===== config.mk =====
export PLATFORM = sky130hd
export DESIGN_NAME = uart_cmd_seq
export DESIGN_NICKNAME = d
export VERILOG_FILES = /design/src/rtl/uart_cmd_seq.sv
export SDC_FILE = /design/constraint.sdc
export NUM_CORES = 1
export LEC_CHECK = 0
export ABC_AREA = 1
export CAP_MARGIN = 20
export CORE_MARGIN = 8
export CORE_UTILIZATION = 40
export DETAILED_ROUTE_END_ITERATION = 6
export DONT_BUFFER_PORTS = 1
export PLACE_DENSITY = 0.65
export RECOVER_POWER = 100
export SYNTH_ARGS = -nofsm -noshare
export SYNTH_HDL_FRONTEND = slang
export SYNTH_SLANG_ARGS = --single-unit
export TNS_END_PERCENT = 100

===== constraint.sdc =====
create_clock -name clk -period 1.9 [get_ports clk]
set_clock_uncertainty 0.15 [all_clocks]
set_input_delay 0.19 -clock clk [delete_from_list [all_inputs] [get_ports clk]]
set_output_delay 0.19 -clock clk [all_outputs]
set_load 0.05 [all_outputs]

===== src/rtl/uart_cmd_seq.sv =====
// Host-side command sequencer for the UART register interface: packs one read/write
// request into a command word, issues it, waits for completion and returns one response.
module uart_cmd_seq #(
   parameter int CMD_WIDTH  = 16,
   parameter int ADDR_WIDTH = 7,
   parameter int DATA_WIDTH = 8,
   parameter int TIMEOUT    = 1000000,
   parameter int TO_WIDTH   = 20
) (
   input  logic                  clk,
   input  logic                  rst_n,
   input  logic                  req_vld,
   output logic                  req_rdy,
   input  logic                  req_wr,
   input  logic [ADDR_WIDTH-1:0] req_addr,
   input  logic [DATA_WIDTH-1:0] req_wdata,
   output logic                  rsp_vld,
   output logic [DATA_WIDTH-1:0] rsp_data,
   output logic                  rsp_err,
   output logic                  busy,
   output logic [CMD_WIDTH-1:0]  cmd_out,
   output logic                  cmd_vld,
   input  logic                  cmd_rdy,
   input  logic                  read_rdy,
   input  logic [DATA_WIDTH:0]   read_data
);

   typedef enum logic [2:0] {
      IDLE      = 3'd0,
      ISSUE     = 3'd1,
      WAIT_DONE = 3'd2,
      WAIT_READ = 3'd3,
      RESP      = 3'd4
   } state_t;

   state_t                state_q, state_d;
   logic [CMD_WIDTH-1:0]  cmd_out_q, cmd_out_d;
   logic                  cmd_vld_q, cmd_vld_d;
   logic                  req_rdy_q, req_rdy_d;
   logic                  busy_q, busy_d;
   logic                  rsp_vld_q, rsp_vld_d;
   logic [DATA_WIDTH-1:0] rsp_data_q, rsp_data_d;
   logic                  rsp_err_q, rsp_err_d;
   logic [TO_WIDTH-1:0]   to_cnt_q, to_cnt_d;
   logic                  seen_busy_q, seen_busy_d;
   logic                  to_last;

   assign to_last = (to_cnt_q == TO_WIDTH'(TIMEOUT - 1));

   always_comb begin
      state_d     = state_q;
      cmd_out_d   = cmd_out_q;
      cmd_vld_d   = cmd_vld_q;
      rsp_vld_d   = 1'b0;
      rsp_data_d  = rsp_data_q;
      rsp_err_d   = rsp_err_q;
      to_cnt_d    = to_cnt_q;
      seen_busy_d = seen_busy_q;

      case (state_q)
         IDLE: begin
            if (req_vld && req_rdy_q) begin
               cmd_out_d = {req_wr, req_addr, req_wr ? req_wdata : {DATA_WIDTH{1'b0}}};
               cmd_vld_d = 1'b1;
               state_d   = ISSUE;
            end
         end
         ISSUE: begin
            if (cmd_rdy) begin
               cmd_vld_d   = 1'b0;
               to_cnt_d    = '0;
               seen_busy_d = 1'b0;
               state_d     = cmd_out_q[CMD_WIDTH-1] ? WAIT_DONE : WAIT_READ;
            end
         end
         WAIT_DONE: begin
            // The UART must be seen dropping cmd_rdy before a high level means "frame done".
            seen_busy_d = seen_busy_q | ~cmd_rdy;
            if (seen_busy_q && cmd_rdy) begin
               rsp_vld_d  = 1'b1;
               rsp_data_d = '0;
               rsp_err_d  = 1'b0;
               state_d    = RESP;
            end else if (to_last) begin
               rsp_vld_d  = 1'b1;
               rsp_data_d = '0;
               rsp_err_d  = 1'b1;
               state_d    = RESP;
            end else if (to_cnt_q != '1) begin
               to_cnt_d = to_cnt_q + TO_WIDTH'(1);
            end
         end
         WAIT_READ: begin
            if (read_rdy) begin
               rsp_vld_d  = 1'b1;
               rsp_data_d = read_data[DATA_WIDTH-1:0];
               rsp_err_d  = read_data[DATA_WIDTH];
               state_d    = RESP;
            end else if (to_last) begin
               rsp_vld_d  = 1'b1;
               rsp_data_d = '0;
               rsp_err_d  = 1'b1;
               state_d    = RESP;
            end else if (to_cnt_q != '1) begin
               to_cnt_d = to_cnt_q + TO_WIDTH'(1);
            end
         end
         RESP: begin
            state_d = IDLE;
         end
         default: begin
            state_d   = IDLE;
            cmd_vld_d = 1'b0;
         end
      endcase

      // Handshake/status outputs are registered, so derive them from the next state.
      req_rdy_d = (state_d == IDLE);
      busy_d    = (state_d != IDLE);
   end

   always_ff @(posedge clk) begin
      if (!rst_n) begin
         state_q     <= IDLE;
         cmd_out_q   <= '0;
         cmd_vld_q   <= 1'b0;
         req_rdy_q   <= 1'b1;
         busy_q      <= 1'b0;
         rsp_vld_q   <= 1'b0;
         rsp_data_q  <= '0;
         rsp_err_q   <= 1'b0;
         to_cnt_q    <= '0;
         seen_busy_q <= 1'b0;
      end else begin
         state_q     <= state_d;
         cmd_out_q   <= cmd_out_d;
         cmd_vld_q   <= cmd_vld_d;
         req_rdy_q   <= req_rdy_d;
         busy_q      <= busy_d;
         rsp_vld_q   <= rsp_vld_d;
         rsp_data_q  <= rsp_data_d;
         rsp_err_q   <= rsp_err_d;
         to_cnt_q    <= to_cnt_d;
         seen_busy_q <= seen_busy_d;
      end
   end

   assign req_rdy  = req_rdy_q;
   assign busy     = busy_q;
   assign cmd_out  = cmd_out_q;
   assign cmd_vld  = cmd_vld_q;
   assign rsp_vld  = rsp_vld_q;
   assign rsp_data = rsp_data_q;
   assign rsp_err  = rsp_err_q;

endmodule


# Word-level counts from Yosys, hierarchy flattened
# Cells that the tools add are included.
# word_totals
latchBits	0
mem_bits_rw	0
ff_bits	53
memories	0
wordCells	67
in_bits	30
romBits	0
# classes
reduce_logical	13
eq_ne	10
magnitude_cmp	0
bitwise_logic	3
add_sub_neg	1
mul	0
muxes	30
shift	0
div	0
# op_table
operator	n
20-bit two-way mux	5
20-bit one-hot mux with 3 select lines	1
8-bit two-way mux	4
20-bit by 1-bit adder with 20-bit output (second input constant)	1
20-bit == test (second input constant)	1
20-bit != test (second input constant)	1
8-bit one-hot mux with 2 select lines	1
3-bit two-way mux	5
3-bit one-hot mux with 4 select lines	1
1-bit two-way mux	9
2-bit != test (second input constant)	4
3-bit by 2-bit == test with 1-bit output (second input constant)	2
3-bit zero test	2
1-bit one-hot mux with 2 select lines	3
3-bit nonzero test	2
2-bit AND reduction	2
4-bit AND reduction	1
2-bit nonzero test	2
3-bit by 1-bit == test with 1-bit output (second input constant)	1
3-bit == test (second input constant)	1
1-bit one-hot mux with 3 select lines	1
3-bit AND reduction	1
3-bit OR reduction	1
1-bit logical AND	2
2 further kinds	3

# Depth between registers and ports, before layout
# Gate-level depths: netlist of the first run.
# depth
ltp_word	5
ltp_mapped	12
mapped_depth_nobuf	11

# Least setup slack after synthesis of the first run
# No wires, ideal clock.
# synth_timing
kind	register to register
from	register to_cnt_q[0]
to	register to_cnt_q[18]
slack_ns	0.100
n_path_buf	1
t_arrival_ns	1.524
stages_incl_launch_ff	12
path_cell_list	dfxtp_1 -> ha_1 -> inv_2 -> nor2_4 -> inv_2 -> nor2_4 -> nand3_2 -> nand3_4 -> buf_6 -> nor2_1 -> nor2_1 -> nor2_2
# synth_via
elab_chain_cells	5
# synth_rtl
element	line	source
start, declared	44	logic [TO_WIDTH-1:0] to_cnt_q, to_cnt_d;
start signal, assigned	143	to_cnt_q <= to_cnt_d;
20-bit by 1-bit adder with 20-bit output / 20-bit != test (equally long branches)	--	
20-bit two-way mux	89, 104	
20-bit two-way mux *	84	end else if (to_last) begin
20-bit two-way mux, on equally long branches	94, 79	
20-bit one-hot mux with 3 select lines *	60	case (state_q)
# Mark *: on every way between the ends. The rest lies on a longest branch, timed or not. The select of a mux whose other input is x is not followed.
# A chain may end at the register's enable or synchronous reset.

# Worst setup path in the final report of the first run
# layout_timing
from	register to_cnt_q[1]
to	register to_cnt_q[19]
# The elaborated chain is that of the path after synthesis.

==> summary.json, run 1 <==
{
  "wirelength": {"value": 7.14, "unit": "mm"},
  "timing.critical_path.cells": {"value": "ha_2, inv_2, nor2_4, inv_2, nor2_4, nand3_4, nand3_4, clkbuf_4, nor2_1, nor2_1, nor2_2"},
  "clockRootBuffer": {"value": "sky130_fd_sc_hd__clkbuf_8"},
  "horizontal_die_dimension": {"value": 97.3, "unit": "um"},
  "worst_setup_path_end_kind": {"value": "flip-flop"},
  "placed_cells_incl_taps": {"value": 491},
  "cts_tree": {"value": "yes"},
  "htreeDepth": {"value": 2},
  "cell_area_after_synthesis": {"value": 2650, "unit": "um2"},
  "design.portCount": {"value": 59},
  "placement.setup.worst_slack": {"value": 0.118, "unit": "ns"},
  "final_critical_path_setup_slack": {"value": 0.107, "unit": "ns"},
  "fp.coreArea": {"value": 6390, "unit": "um2"},
  "antenna-diode-count": {"value": 0},
  "totalNegativeSetupSlack": {"value": 0, "unit": "ns"},
  "leakagePower": {"value": 1.15, "unit": "nW"},
  "avgViaCountPerCell": {"value": 4.92},
  "synth_compound_area_frac": {"value": 0.108},
  "count_of_final_max_slew_check_failures": {"value": 0},
  "drt_pre_antenna_iters": {"value": 4},
  "timing.final.crit_share": {"value": 0.944},
  "fp.dieArea": {"value": 9470, "unit": "um2"},
  "final_hold_viol_count": {"value": 0},
  "row_count": {"value": 29},
  "fin_crit": {"value": 1.79, "unit": "ns"},
  "max-slew-margin-rel": {"value": 0.560},
  "mostFrequentLayoutCell": {"value": "sky130_fd_sc_hd__nand2_1"},
  "timing.hold.worst_path_depth": {"value": 3},
  "post_synth.cell_area_avg": {"value": 6.57, "unit": "um2"},
  "ctsLongestPathBuffers": {"value": 2},
  "drc": {"value": 0},
  "yosys.area_share.xor_xnor": {"value": 0.00993},
  "tritoncts.num_buffers": {"value": 5},
  "final_net_count": {"value": 482},
  "top_library_cells_by_usage_in_the_layout_fill_and_taps_aside": {"value": "sky130_fd_sc_hd__nand2_1, sky130_fd_sc_hd__nor2_1, sky130_fd_sc_hd__dfxtp_1"},
  "setup_viol_count_final": {"value": 0},
  "pin_count_of_the_biggest_net_entering_global_routing": {"value": 39},
  "post_route_cells_drive_above_1_share": {"value": 0.131},
  "drtAntennaViolNets": {"value": 0},
  "dominant_combinational_cell_family_by_area_after_synthesis": {"value": "simple AND/OR/NAND/NOR gates"},
  "dieHeight": {"value": 97.3, "unit": "um"},
  "grt_first_pass_wirelength": {"value": 12.0, "unit": "mm"},
  "critPathSlowestCell": {"value": "sky130_fd_sc_hd__dfxtp_1"},
  "critical_path_required": {"value": 1.95, "unit": "ns"},
  "port_buffers": {"value": 0},
  "synth_largest_type_area_fraction": {"value": 0.401},
  "postSynthNetCount": {"value": 434},
  "cp_max_fo": {"value": 7},
  "critPathMaxStageDelay": {"value": 0.35, "unit": "ns"},
  "timing.critical_path.depth": {"value": 11},
  "post_synth_and_or_nand_nor_area_fraction": {"value": 0.403},
  "type_of_origin_of_the_critical_path": {"value": "flip-flop"},
  "cpLargestDelayFamily": {"value": "simple AND/OR/NAND/NOR gates"},
  "number_of_global_route_vias_before_repair": {"value": 2584},
  "grt_usage": {"value": 0.149},
  "cp.arrival": {"value": 1.84, "unit": "ns"},
  "place_area": {"value": 2840, "unit": "um2"},
  "rsz0062_at_grt": {"value": "false"},
  "max_clock_freq": {"value": 558, "unit": "MHz"},
  "clkSlewWorstSetupHoldPaths": {"value": 0.10, "unit": "ns"},
  "cts.sink_count": {"value": 53},
  "syn_to_final_growth": {"value": 21.2, "unit": "%"},
  "synth_top_cells_by_area": {"value": "sky130_fd_sc_hd__dfxtp_1, sky130_fd_sc_hd__nand2_1, sky130_fd_sc_hd__nor2_1"},
  "sum_of_overflow_across_all_layers_after_global_routing": {"value": 0},
  "nFillCells": {"value": 646},
  "run_status": {"value": "complete, no violations"},
  "yosys-mux-area-fraction": {"value": 0},
  "floorplan.initialDensity": {"value": 0.414},
  "place_congestion": {"value": 0.872},
  "vias": {"value": 2605},
  "criticalPathCategory": {"value": "flip-flop to flip-flop"},
  "pwr_density_cell": {"value": 776, "unit": "nW/um2"},
  "ys_warn_count": {"value": 0},
  "reg2reg_depth": {"value": 11},
  "synthAdderAreaFrac": {"value": 0.00473},
  "final_design_area_no_fill": {"value": 3210, "unit": "um2"},
  "vdd.ir_drop.worst": {"value": 0.750, "unit": "mV"},
  "clkLatencyLatePin": {"value": 0.31, "unit": "ns"},
  "dpl.hpwl": {"value": 5.03, "unit": "mm"},
  "synth_cell_types": {"value": 29},
  "grt_antenna_before_repair": {"value": 0},
  "synthCells": {"value": 403},
  "max_slew.worst_pin.slew": {"value": 0.661, "unit": "ns"},
  "final_cells": {"value": 529},
  "detail_route.wl_per_cell": {"value": 13.5, "unit": "um"},
  "cell_type_contributing_the_most_total_cell_area_after_synthesis": {"value": "sky130_fd_sc_hd__dfxtp_1"},
  "drtIter0Drc": {"value": 119},
  "critical_path.n_buffers_inverters": {"value": 3},
  "holdCritPathClass": {"value": "input port to flip-flop"},
  "ys_seq_elements": {"value": 53},
  "maxCapViolations": {"value": 0},
  "post_synthesis_sequential_area_ratio": {"value": 0.401}
}
worst min-delay path: stages:
cell and delay [ns]:
sky130_fd_sc_hd__nand3_1 0.11, sky130_fd_sc_hd__nand2_1 0.09, sky130_fd_sc_hd__a21oi_1 0.05
worst paths after layout:
check	from	endpoint	slack (ns)
min reg2reg	cmd_out[0]	cmd_out[0]	0.32
max reg2reg	to_cnt_q[1]	to_cnt_q[19]	0.11
min	cmd_rdy	rsp_data[7]	0.02
max	to_cnt_q[1]	to_cnt_q[19]	0.11
synthesized netlist by cell type:
cell,n
sky130_fd_sc_hd__nand3_2,1
sky130_fd_sc_hd__a31oi_1,1
sky130_fd_sc_hd__inv_4,2
sky130_fd_sc_hd__or2_2,2
sky130_fd_sc_hd__nand3b_1,1
sky130_fd_sc_hd__clkbuf_1,7
sky130_fd_sc_hd__nand2_4,1
sky130_fd_sc_hd__nand2_1,126
sky130_fd_sc_hd__nor2_4,2
sky130_fd_sc_hd__a21oi_1,37
sky130_fd_sc_hd__a21oi_2,2
sky130_fd_sc_hd__nor3b_1,2
sky130_fd_sc_hd__inv_2,11
sky130_fd_sc_hd__xor2_1,3
sky130_fd_sc_hd__inv_1,19
sky130_fd_sc_hd__clkinv_1,2
sky130_fd_sc_hd__nand4_1,4
sky130_fd_sc_hd__nor3_1,3
sky130_fd_sc_hd__nor2_2,3
sky130_fd_sc_hd__o21bai_1,3
sky130_fd_sc_hd__nor2_1,71
sky130_fd_sc_hd__ha_1,1
sky130_fd_sc_hd__nand2_2,6
sky130_fd_sc_hd__dfxtp_1,53
sky130_fd_sc_hd__o21ai_0,11
sky130_fd_sc_hd__nor3_2,2
sky130_fd_sc_hd__buf_6,3
sky130_fd_sc_hd__nand3_4,1
sky130_fd_sc_hd__nand3_1,23
stage by stage:
step / utilization / power (mW) / hold WS (ns)
finish: 0.502 / 2.49 / 0.0212
global route: 0.502 / 2.62 / 0.0234
CTS: 0.501 / 2.50 / 0.0173
detailed placement: 0.445 / 1.81 / 0.142
global placement: 0.445 / 1.81 / 0.139
floorplan: - / 1.70 / 0.183
sequential cells by signal (all words and copies together) (netlist names):
name and flops:
busy 1, cmd_out 16, cmd_vld 1, req_rdy 1, rsp_data 8, rsp_err 1
rsp_vld 1, seen_busy_q 1, state_q 3, to_cnt_q 20
cells by family after synthesis:
family | after synthesis
AO/OA/AOI/OAI | 54
XOR/XNOR | 3
adder cells (fa/ha/maj) | 1
buffers and inverters | 44
flip-flops | 53
AND/OR/NAND/NOR | 248
repair_timing:
action                                  CTS  global route
hold buffers                             27             0
gates resized for setup                   0             6
endpoints found under the hold margin    34             0
endpoints found under the setup margin    0            32
setup buffers                             0             3
layer usage:
layer,vias to the layer above,global-route usage,wire (um)
li1,1368,-,-
met1,1151,0.174,3160
met2,74,0.255,3460
met3,12,0.0377,357
met4,0,0.0536,161
met5,-,0,0
final cells by class:
class                   instances  area (um2)  share of cell area
flip-flops and latches         53        1060               0.332
repair buffers                 51         429               0.134
multi-input cells             306        1400               0.436
inverters                      34         133              0.0413
well taps                      77        96.3              0.0300
clock buffers                   6        72.6              0.0226
clock inverters                 2        15.0             0.00468
power breakdown:
part | switching, mW | internal [mW] | total, mW | leakage (nW)
combinational | 0.300 | 0.174 | 0.474 | 0.681
clock | 0.386 | 0.261 | 0.647 | 0.0374
sequential | 0.189 | 1.18 | 1.37 | 0.431
total | 0.876 | 1.61 | 2.49 | 1.15
Note: power is estimated with default switching activity, not from simulation.
==> inputs of run 2 (changes only) <==
Settings changed: CORE_MARGIN 8 to unset, PLACE_DENSITY 0.65 to 0.63.
Clock period 1.9 ns to 2.25 ns, I/O delays scaled along.
==> summary.json, run 2 (synthesis results as in run 1) <==
{
  "setup_viol_count_final": {"value": 0},
  "final_design_area_no_fill": {"value": 3090, "unit": "um2"},
  "leakagePower": {"value": 1.10, "unit": "nW"},
  "largest_register_ffs": {"value": 20},
  "final_critical_path_setup_slack": {"value": 0.172, "unit": "ns"},
  "placed_cells_incl_taps": {"value": 477},
  "vias": {"value": 2538},
  "drc": {"value": 0},
  "timing.hold.worst_path_depth": {"value": 3},
  "grt_usage": {"value": 0.189},
  "horizontal_die_dimension": {"value": 83.3, "unit": "um"},
  "pin_count_of_the_biggest_net_entering_global_routing": {"value": 23},
  "post_route_cells_drive_above_1_share": {"value": 0.0945},
  "wirelength": {"value": 6.41, "unit": "mm"},
  "critPathMaxStageDelay": {"value": 0.40, "unit": "ns"},
  "vdd.ir_drop.worst": {"value": 0.506, "unit": "mV"},
  "clockRootBuffer": {"value": "sky130_fd_sc_hd__clkbuf_8"},
  "dieHeight": {"value": 83.3, "unit": "um"},
  "clkSlewWorstSetupHoldPaths": {"value": 0.10, "unit": "ns"},
  "holdCritPathClass": {"value": "input port to flip-flop"},
  "clkLatencyLatePin": {"value": 0.31, "unit": "ns"},
  "sum_of_overflow_across_all_layers_after_global_routing": {"value": 0},
  "tritoncts.num_buffers": {"value": 5},
  "final_cells": {"value": 511},
  "critPathSlowestCell": {"value": "sky130_fd_sc_hd__dfxtp_2"},
  "cp.arrival": {"value": 2.14, "unit": "ns"},
  "floorplan.initialDensity": {"value": 0.417},
  "port_buffers": {"value": 0},
  "worst_setup_path_end_kind": {"value": "flip-flop"},
  "count_of_final_max_slew_check_failures": {"value": 0},
  "drtIter0Drc": {"value": 122},
  "timing.final.crit_share": {"value": 0.924},
  "place_area": {"value": 2740, "unit": "um2"},
  "criticalPathCategory": {"value": "flip-flop to flip-flop"},
  "grt_first_pass_wirelength": {"value": 10.7, "unit": "mm"},
  "cp_max_fo": {"value": 17},
  "place_congestion": {"value": 0.863},
  "max-slew-margin-rel": {"value": 0.514},
  "drtAntennaViolNets": {"value": 0},
  "totalNegativeSetupSlack": {"value": 0, "unit": "ns"},
  "cts_tree": {"value": "yes"},
  "post-cts-setup-buffer-count": {"value": 0},
  "run_status": {"value": "complete, no violations"},
  "number_of_global_route_vias_before_repair": {"value": 2256},
  "mostFrequentLayoutCell": {"value": "sky130_fd_sc_hd__nand2_1"},
  "detail_route.wl_per_cell": {"value": 12.5, "unit": "um"},
  "drt_pre_antenna_iters": {"value": 5},
  "placement.setup.worst_slack": {"value": 0.172, "unit": "ns"},
  "max_slew.worst_pin.slew": {"value": 0.729, "unit": "ns"},
  "critical_path_required": {"value": 2.31, "unit": "ns"},
  "max_clock_freq": {"value": 481, "unit": "MHz"},
  "top_library_cells_by_usage_in_the_layout_fill_and_taps_aside": {"value": "sky130_fd_sc_hd__nand2_1, sky130_fd_sc_hd__nor2_1, sky130_fd_sc_hd__dfxtp_1"},
  "final.hold.worst_slack": {"value": 0.0302, "unit": "ns"},
  "syn_to_final_growth": {"value": 16.6, "unit": "%"},
  "pwr_density_cell": {"value": 698, "unit": "nW/um2"},
  "cts.sink_count": {"value": 53},
  "final_hold_viol_count": {"value": 0},
  "fp.dieArea": {"value": 6940, "unit": "um2"},
  "rsz0062_at_grt": {"value": "false"},
  "path_common_cell": {"value": "sky130_fd_sc_hd__inv_2"},
  "critical_path.n_buffers_inverters": {"value": 3},
  "layout.core_utilization": {"value": 0.486},
  "grt_antenna_before_repair": {"value": 0},
  "type_of_origin_of_the_critical_path": {"value": "flip-flop"},
  "antenna-diode-count": {"value": 0},
  "htreeDepth": {"value": 2},
  "ctsLongestPathBuffers": {"value": 2},
  "avgViaCountPerCell": {"value": 4.97},
  "design.portCount": {"value": 59},
  "reg2reg_depth": {"value": 10},
  "maxCapViolations": {"value": 0},
  "dpl.hpwl": {"value": 4.42, "unit": "mm"},
  "fin_crit": {"value": 2.08, "unit": "ns"},
  "final_net_count": {"value": 464},
  "timing.critical_path.cells": {"value": "ha_1, inv_2, nor2_4, inv_2, nor2_4, nand3_2, nand3_4, inv_2, o21ai_0, nor2_1"},
  "row_count": {"value": 29},
  "cpLargestDelayFamily": {"value": "simple AND/OR/NAND/NOR gates"},
  "fp.coreArea": {"value": 6350, "unit": "um2"},
  "largest-register": {"value": "to_cnt_q"},
  "report.power.total": {"value": 2.15, "unit": "mW"},
  "timing.critical_path.depth": {"value": 10}
}
[run 2: area by class of cell]
class	count	area (um2)
fill	656	3260
multi-input combinational	306	1380
sequential	53	1060
timing repair buffer	33	305
inverter	34	130
tap	77	96.3
clock buffer	6	72.6
clock inverter	2	38.8
[run 2: repair_timing]
| item | in CTS | in global routing |
|---|---|---|
| hold endpoints to repair | 29 | 0 |
| endpoints found under the setup margin | 0 | 4 |
| hold buffers | 26 | 0 |
| resized for setup | 0 | 1 |
[run 2: final timing paths]
| path | end | start | slack, ns |
|---|---|---|---|
| max | to_cnt_q[0] | to_cnt_q[0] | 0.17 |
| min | seen_busy_q | cmd_rdy | 0.03 |
| max reg2reg | to_cnt_q[0] | to_cnt_q[0] | 0.17 |
| min reg2reg | seen_busy_q | seen_busy_q | 0.36 |
[run 2: tightest hold or removal path, delay by kind of cell]
kind / cells / cell delay, ns
AND/OR/NAND/NOR: 3 / 0.24
[run 2: metal layers]
| metal | share of wire | wire, um | global-route usage | up-vias |
|---|---|---|---|---|
| met5 | 0 | 0 | 0 | - |
| met4 | 0.0065 | 42 | 0.0564 | 0 |
| met3 | 0.052 | 334 | 0.0338 | 4 |
| met2 | 0.47 | 2990 | 0.308 | 68 |
| met1 | 0.48 | 3050 | 0.255 | 1135 |
| li1 | - | - | - | 1331 |
[run 2: power breakdown]
part	switching [mW]	total (mW)	internal, mW
Sequential	0.188	1.18	0.996
Combinational	0.206	0.316	0.111
Clock	0.319	0.654	0.334
Total	0.713	2.15	1.44
==> inputs of run 3 (changes only) <==
Settings changed: MAX_ROUTING_LAYER set to met4, SLEW_MARGIN set to 10.
Clock period 2.25 ns to 2.7 ns, I/O delays scaled along.
==> summary.json, run 3 (synthesis results as in run 1) <==
{
  "max_clock_freq": {"value": 432, "unit": "MHz"},
  "avgViaCountPerCell": {"value": 4.91},
  "max_slew.worst_pin.slew": {"value": 0.660, "unit": "ns"},
  "post-cts-setup-buffer-count": {"value": 0},
  "grt_usage": {"value": 0.192},
  "internal_power": {"value": 1.19, "unit": "mW"},
  "maxCapViolations": {"value": 0},
  "post_route_cells_drive_above_1_share": {"value": 0.0867},
  "cp.arrival": {"value": 2.37, "unit": "ns"},
  "worst_setup_path_end_kind": {"value": "flip-flop"},
  "cp_max_fo": {"value": 23},
  "top_library_cells_by_usage_in_the_layout_fill_and_taps_aside": {"value": "sky130_fd_sc_hd__nand2_1, sky130_fd_sc_hd__nor2_1, sky130_fd_sc_hd__dfxtp_1"},
  "placement.setup.worst_slack": {"value": 0.560, "unit": "ns"},
  "htreeDepth": {"value": 2},
  "final_critical_path_setup_slack": {"value": 0.384, "unit": "ns"},
  "final_design_area_no_fill": {"value": 3030, "unit": "um2"},
  "grt_first_pass_wirelength": {"value": 10.6, "unit": "mm"},
  "cts.sink_count": {"value": 53},
  "nFillCells": {"value": 643},
  "tritoncts.num_buffers": {"value": 5},
  "syn_to_final_growth": {"value": 14.4, "unit": "%"},
  "mostFrequentLayoutCell": {"value": "sky130_fd_sc_hd__nand2_1"},
  "fin_crit": {"value": 2.32, "unit": "ns"},
  "clockRootBuffer": {"value": "sky130_fd_sc_hd__clkbuf_8"},
  "holdCritPathClass": {"value": "input port to flip-flop"},
  "pwr_density_cell": {"value": 589, "unit": "nW/um2"},
  "clock_network_power_share": {"value": 0.302},
  "netSwitchingPower": {"value": 586, "unit": "uW"},
  "place_congestion": {"value": 0.921},
  "layout.core_utilization": {"value": 0.477},
  "place_area": {"value": 2710, "unit": "um2"},
  "fp.coreArea": {"value": 6350, "unit": "um2"},
  "row_count": {"value": 29},
  "drtIter0Drc": {"value": 127},
  "power_frac_seq": {"value": 0.554},
  "largest_register_ffs": {"value": 20},
  "drt_pre_antenna_iters": {"value": 4},
  "criticalPathCategory": {"value": "flip-flop to flip-flop"},
  "run_status": {"value": "complete, no violations"},
  "critical_path_required": {"value": 2.75, "unit": "ns"},
  "count_of_final_max_slew_check_failures": {"value": 0},
  "final_hold_viol_count": {"value": 0},
  "clkLatencyLatePin": {"value": 0.30, "unit": "ns"},
  "floorplan.initialDensity": {"value": 0.417},
  "rsz0062_at_grt": {"value": "false"},
  "dieHeight": {"value": 83.3, "unit": "um"},
  "grt_antenna_before_repair": {"value": 0},
  "totalNegativeSetupSlack": {"value": 0, "unit": "ns"},
  "largest-register": {"value": "to_cnt_q"},
  "cts_hold_buffers": {"value": 23},
  "drc": {"value": 0},
  "type_of_origin_of_the_critical_path": {"value": "flip-flop"},
  "wirelength": {"value": 6.21, "unit": "mm"},
  "design.portCount": {"value": 59},
  "clkSlewWorstSetupHoldPaths": {"value": 0.09, "unit": "ns"},
  "timing.final.crit_share": {"value": 0.858},
  "comb_power_share": {"value": 0.145},
  "number_of_global_route_vias_before_repair": {"value": 2294},
  "setup_viol_count_final": {"value": 0},
  "port_buffers": {"value": 0},
  "ctsLongestPathBuffers": {"value": 2},
  "max-slew-margin-rel": {"value": 0.560},
  "vdd.ir_drop.worst": {"value": 0.409, "unit": "mV"},
  "sw_frac_of_total": {"value": 0.329},
  "final_net_count": {"value": 457},
  "detail_route.wl_per_cell": {"value": 12.3, "unit": "um"},
  "report.power.total": {"value": 1.78, "unit": "mW"},
  "dpl.hpwl": {"value": 4.21, "unit": "mm"},
  "antenna-diode-count": {"value": 0},
  "drtAntennaViolNets": {"value": 0},
  "pin_count_of_the_biggest_net_entering_global_routing": {"value": 26},
  "horizontal_die_dimension": {"value": 83.3, "unit": "um"},
  "leakagePower": {"value": 1.07, "unit": "nW"},
  "sum_of_overflow_across_all_layers_after_global_routing": {"value": 0},
  "fp.dieArea": {"value": 6940, "unit": "um2"},
  "cts_tree": {"value": "yes"},
  "vias": {"value": 2474},
  "post_cts_resize_count": {"value": 0}
}
==> run 3: power groups by stage <==
stage	clock network (mW)	logic [mW]	registers, mW
finish	0.537	0.258	0.987
global route	0.574	0.298	0.992
CTS	0.554	0.262	0.986
detailed placement	0	0.232	1.01
global placement	0	0.228	1.00
floorplan	0	0.188	1.01
==> run 3: final timing paths <==
path	startpoint	to	slack [ns]	cells past startpoint
max	to_cnt_q[0]	to_cnt_q[0]	0.38	10
min	req_wr	cmd_out[15]	0.02	2
max reg2reg	to_cnt_q[0]	to_cnt_q[0]	0.38	10
min reg2reg	seen_busy_q	seen_busy_q	0.36	2
==> run 3: layer usage <==
metal / wire length (um) / GRT usage / up-vias
li1: - / - / 1318
met1: 3030 / 0.246 / 1088
met2: 2760 / 0.308 / 60
met3: 328 / 0.0338 / 8
met4: 88 / 0.0549 / 0
met5: 0 / - / -
==> run 3: through the flow <==
stage / instances / hold slack [ns]
global placement: 473 / 0.217
finish: 504 / 0.0231
CTS: 504 / 0.0275
detailed placement: 473 / 0.226
floorplan: 403 / 0.263
global route: 504 / 0.0409
==> run 3: critical path, cell delays in order (launching register included) <==
cell and delay [ns]:
sky130_fd_sc_hd__dfxtp_1 0.47, sky130_fd_sc_hd__ha_1 0.29, sky130_fd_sc_hd__inv_2 0.06, sky130_fd_sc_hd__nor2_1 0.20, sky130_fd_sc_hd__inv_2 0.09, sky130_fd_sc_hd__nor2_4 0.11, sky130_fd_sc_hd__nand3_1 0.17, sky130_fd_sc_hd__nand3_4 0.29
sky130_fd_sc_hd__inv_4 0.16, sky130_fd_sc_hd__o21ai_0 0.18, sky130_fd_sc_hd__nor2_1 0.06
==> run 3: cell type report <==
type                            count  area [um2]  share of cell area
Tap cell                           77        96.3              0.0318
Inverter                           34         133              0.0438
Timing Repair Buffer               26         249              0.0823
Multi-Input combinational cell    306        1380               0.455
Clock buffer                        6        72.6              0.0240
Sequential cell                    53        1060               0.351
Clock inverter                      2        38.8              0.0128
